<file path="src/rtl/md5_rotadd_stage.sv">
// md5_rotadd_stage: two-stage MD5 B + rotl(sum, S[round]) pipeline with round tagging
module md5_rotadd_stage #(
  parameter logic [31:0] IV = 32'h0
) (
  input  logic        CLK,
  input  logic        rst,
  input  logic        in_valid,
  output logic        in_ready,
  input  logic [31:0] in_sum,
  input  logic [31:0] in_b,
  input  logic        in_start,
  output logic        out_valid,
  input  logic        out_ready,
  output logic [31:0] out_b,
  output logic [5:0]  out_round,
  output logic        out_done
);
  localparam logic [79:0] S_TAB = {5'd21, 5'd15, 5'd10, 5'd6,  5'd23, 5'd16, 5'd11, 5'd4,
                                   5'd20, 5'd14, 5'd9,  5'd5,  5'd22, 5'd17, 5'd12, 5'd7};
  logic [5:0]  count, tag, s1_tag;
  logic [3:0]  si;
  logic [4:0]  sh;
  logic [31:0] rot, s1_rot, s1_b;
  logic        s1_v, adv1, adv2, acc;
  // tag selection, shift lookup, rotation and pipeline handshake
  always_comb begin
    tag = in_start ? 6'd0 : count;
    si = {tag[5:4], tag[1:0]};
    sh = S_TAB[5*si +: 5];
    rot = (in_sum << sh) | (in_sum >> (6'd32 - {1'b0, sh}));
    adv2 = !out_valid || out_ready;
    adv1 = !s1_v || adv2;
    in_ready = adv1;
    acc = in_valid && adv1;
    out_done = out_valid && (out_round == 6'd63);
  end
  // round counter and both pipeline stages; data regs only move when their stage advances
  always_ff @(posedge CLK) begin
    if (rst) begin
      count <= 6'd0;
      s1_v <= 1'b0;
      out_valid <= 1'b0;
      out_b <= IV;
      out_round <= 6'd0;
    end else begin
      if (acc) count <= tag + 6'd1;
      if (adv1) s1_v <= acc;
      if (acc) begin
        s1_rot <= rot;
        s1_b <= in_b;
        s1_tag <= tag;
      end
      if (adv2) out_valid <= s1_v;
      if (adv2 && s1_v) begin
        out_b <= s1_b + s1_rot;
        out_round <= s1_tag;
      end
    end
  end
endmodule

</file>
<file path="config.mk">
export PLATFORM = sky130hd
export DESIGN_NAME = md5_rotadd_stage
export DESIGN_NICKNAME = d
export VERILOG_FILES = /design/src/rtl/md5_rotadd_stage.sv
export SDC_FILE = /design/constraint.sdc
export NUM_CORES = 1
export LEC_CHECK = 0
export BUFFER_PORTS_ARGS = -buffer_cell sky130_fd_sc_hd__clkbuf_2
export CAP_MARGIN = 20
export CORE_MARGIN = 1.5
export CORE_UTILIZATION = 50
export DETAILED_ROUTE_END_ITERATION = 10
export HOLD_SLACK_MARGIN = 0.03
export PLACE_DENSITY = 0.8
export SLEW_MARGIN = 20
export SYNTH_ARGS = -nofsm -noshare
export SYNTH_HDL_FRONTEND = slang
export SYNTH_SLANG_ARGS = --single-unit
</file>
<file path="constraint.sdc">
create_clock -name CLK -period 7.7 [get_ports CLK]
set_input_delay 1.54 -clock CLK [delete_from_list [all_inputs] [get_ports CLK]]
set_output_delay 1.54 -clock CLK [all_outputs]
set_load 0.01 [all_outputs]
</file>
==> results.json <==
{
  "status": "completed",
  "htree_levels": 4,
  "post_dp_cell_area_um2": 9527,
  "yosysTopAreaCellShare_pct": 23.84,
  "drt_iter0_drc": 1236,
  "postCtsHoldBufs": 0,
  "tightestPinTransition_ns": 1.053,
  "tritoncts": "yes",
  "cts_setup_buffers": 0,
  "reg2reg_slack_ns": 3.55,
  "cts_buffers": 17,
  "synth_fp_nets": 1139,
  "cts_resized": 0,
  "reg2reg_depth": 12,
  "grt_pass1_vias": 7685,
  "crit_path_max_fanout": 40,
  "r2r_start": "count[1]",
  "stdcell_area_um2": 10130,
  "fin_ws_ns": 2.493,
  "synth.largest_area_cell": "edfxtp_1",
  "first_pass_iters": 6,
  "worstSetupEndpoint": "s1_rot[17]",
  "portBuffers": 109,
  "cts_buffer_depth": 2,
  "floorplan.initialDensity_pct": 51.15,
  "yosysWarnings": 0,
  "fin_crit_ns": 5.207,
  "setup_viol": 0,
  "max_stage_delay_ns": 0.45,
  "nFillCells": 1535,
  "drv_slew": 0,
  "cap_viol_max_count": 0,
  "ios": 110,
  "dp_slack_ns": 2.131,
  "finalCritPeriodShare_pct": 67.62,
  "crit_slowest_cell": "buf_4",
  "hold_class": "flop to flop",
  "path_buf_inv": 2,
  "gp_congestion": 1.036,
  "yosys-top-cells-count": "nand2_1 (132), nor2_1 (121), a21oi_1 (87), edfxtp_1 (70), mux2i_1 (56)",
  "clk-insertion-delay-late_ns": 0.42,
  "r2r-end": "s1_rot[17]",
  "overflow": 0,
  "crit_required_ns": 7.86,
  "synth-seq-cells": 116,
  "drive_gt1_share_pct": 17.24,
  "fin_util_pct": 58.80,
  "grt_setup_unrepaired": "no",
  "p_leak_nw": 4.148,
  "fp-row-count": 48,
  "ir_drop_mv": 0.1674,
  "clkTransAtPathRegs_ns": 0.06,
  "slew_headroom_pct": 28.31,
  "clock-sinks": 116,
  "fin_setup_tns_ns": 0,
  "syn2layout_area_growth_pct": 14.96,
  "arrival_ns": 5.37,
  "coreArea_um2": 17240,
  "synthArstFlopShare_pct": 0,
  "cp-end-kind": "flop",
  "grt_max_degree": 71,
  "synth_most_common_cell": "nand2_1",
  "die-area_um2": 18440,
  "route.detailed.drc": 0,
  "powerDensity_nw_per_um2": 201.4,
  "wl_mm": 26.46,
  "p_total_mw": 2.041,
  "synth.distinct_cells": 77,
  "grtUsageTotal_pct": 28.69,
  "seq_area_frac_synth_pct": 34.29,
  "worstSetupStartpoint": "in_start",
  "cp_cell_sequence": "clkbuf_2 > nand2b_1 > ha_1 > nor2b_1 > o21a_1 > or2_2 > buf_4 > mux2_4 > or2_1 > and2_1 > mux2i_1 > o22ai_1 > a221o_1",
  "synth_ff_type": "edfxtp_1",
  "synthTopCellsByArea": "edfxtp_1 (24%), dfxtp_1 (10%), mux2i_1 (6.4%)",
  "final.setup_skew_ns": 0.01084,
  "cts-root-buf": "clkbuf_16",
  "startpoint_type": "primary input",
  "criticalPathCategory": "primary input to flop",
  "route.detailed.wl_per_inst_um": 19.60,
  "grt_pass1_wl_mm": 41.26,
  "dr_total_vias": 8738,
  "netlist_instances": 1032,
  "grt_antenna_before_repair": 0,
  "syn_area_um2": 8816,
  "crit_family": "simple AND/OR/NAND/NOR gates",
  "hpwl_mm": 19.31,
  "syn_area_per_cell_um2": 8.543,
  "fmax_mhz": 192.1,
  "die_w_um": 135.8,
  "ant_nets": 0,
  "finalNetCount": 1219,
  "dieHeight_um": 135.8,
  "critical_path_cell_count": 13,
  "hold_viol": 0,
  "vias_per_cell": 6.473,
  "antenna_cells": 0,
  "synth_edf_count": 70
}
-- worst register-to-register path: cells and delay by family, from the launching register on --
kind / cells / cell delay [ns]
AO/OA/AOI/OAI: 3 / 0.76
adder cells (fa/ha/maj): 1 / 0.31
buffers and inverters: 1 / 0.45
flip-flops: 1 / 0.39
multiplexers: 2 / 0.62
AND/OR/NAND/NOR: 5 / 1.36
-- registers in the layout (all words and copies together) (netlist names) --
register and flops:
s1_b 32, out_round 6, out_b 32, count 6
out_valid 1, s1_rot 32, s1_v 1, s1_tag 6
-- layout make-up --
type / instances / area, um2 / share of cell area (%)
timing repair buffer: 127 / 680.7 / 6.716
tap: 225 / 281.5 / 2.778
multi-input combinational: 843 / 5515 / 54.42
clock buffer: 17 / 425.4 / 4.198
sequential: 116 / 3023 / 29.83
inverter: 7 / 26.28 / 0.2593
clock inverter: 15 / 182.7 / 1.802
-- power by group --
part	internal, mW	leakage, nW	switching [mW]
Clock	0.510	0.286	0.296
Combinational	0.196	2.83	0.313
Sequential	0.705	1.04	0.0204
-- cells in the final DEF (no fill, tap or decap), drive strengths merged, types with 21 or more instances in the layout --
cell | Yosys | final
clkbuf | 31 | 126
nor2 | 122 | 122
ha | 37 | 37
mux2i | 56 | 56
edfxtp | 70 | 70
nand2 | 132 | 132
xnor2 | 22 | 22
nand3 | 28 | 28
a21o | 21 | 21
dfxtp | 46 | 46
mux2 | 21 | 21
o21ai | 63 | 63
a21oi | 87 | 87
-- cells by family (layout without fill, tap and decap cells) --
group / after synthesis / after routing / share of synthesized area (%)
fa+ha+maj: 38 / 38 / 5.478
mux: 82 / 82 / 10.40
simple gates: 373 / 373 / 18.95
compound gates: 322 / 322 / 24.30
flops: 116 / 116 / 34.29
buf+inv: 73 / 166 / 3.718
xor+xnor: 28 / 28 / 2.867
-- metal layers --
layer / track usage [%] / vias up / wire (um)
met2: 43.63 / 574 / 11810
met5: 0 / - / 0
li1: - / 4072 / -
met1: 40.11 / 4031 / 11190
met4: 11.23 / 0 / 740
met3: 5.574 / 61 / 2724
-- through the flow --
step           std cells  hold WS, ns
2_1_floorplan       1032       0.4713
3_3_place_gp        1318       0.4379
3_5_place_dp        1318       0.4456
4_1_cts             1350       0.4534
5_1_grt             1350       0.4712
6_report            1350       0.4485
-- how the worst min path moves through the flow --
stage                    from      endpoint  slack (ns)  cells past startpoint
detailed placement   out_b[3]      out_b[3]        0.45                      2
global placement    out_b[18]     out_b[18]        0.44                      2
finish               out_b[3]      out_b[3]        0.45                      2
global route         out_b[7]      out_b[7]        0.47                      2
CTS                 out_b[28]     out_b[28]        0.45                      2
floorplan           s1_tag[0]  out_round[0]        0.47                      2
(Power assumes the default switching activity.)
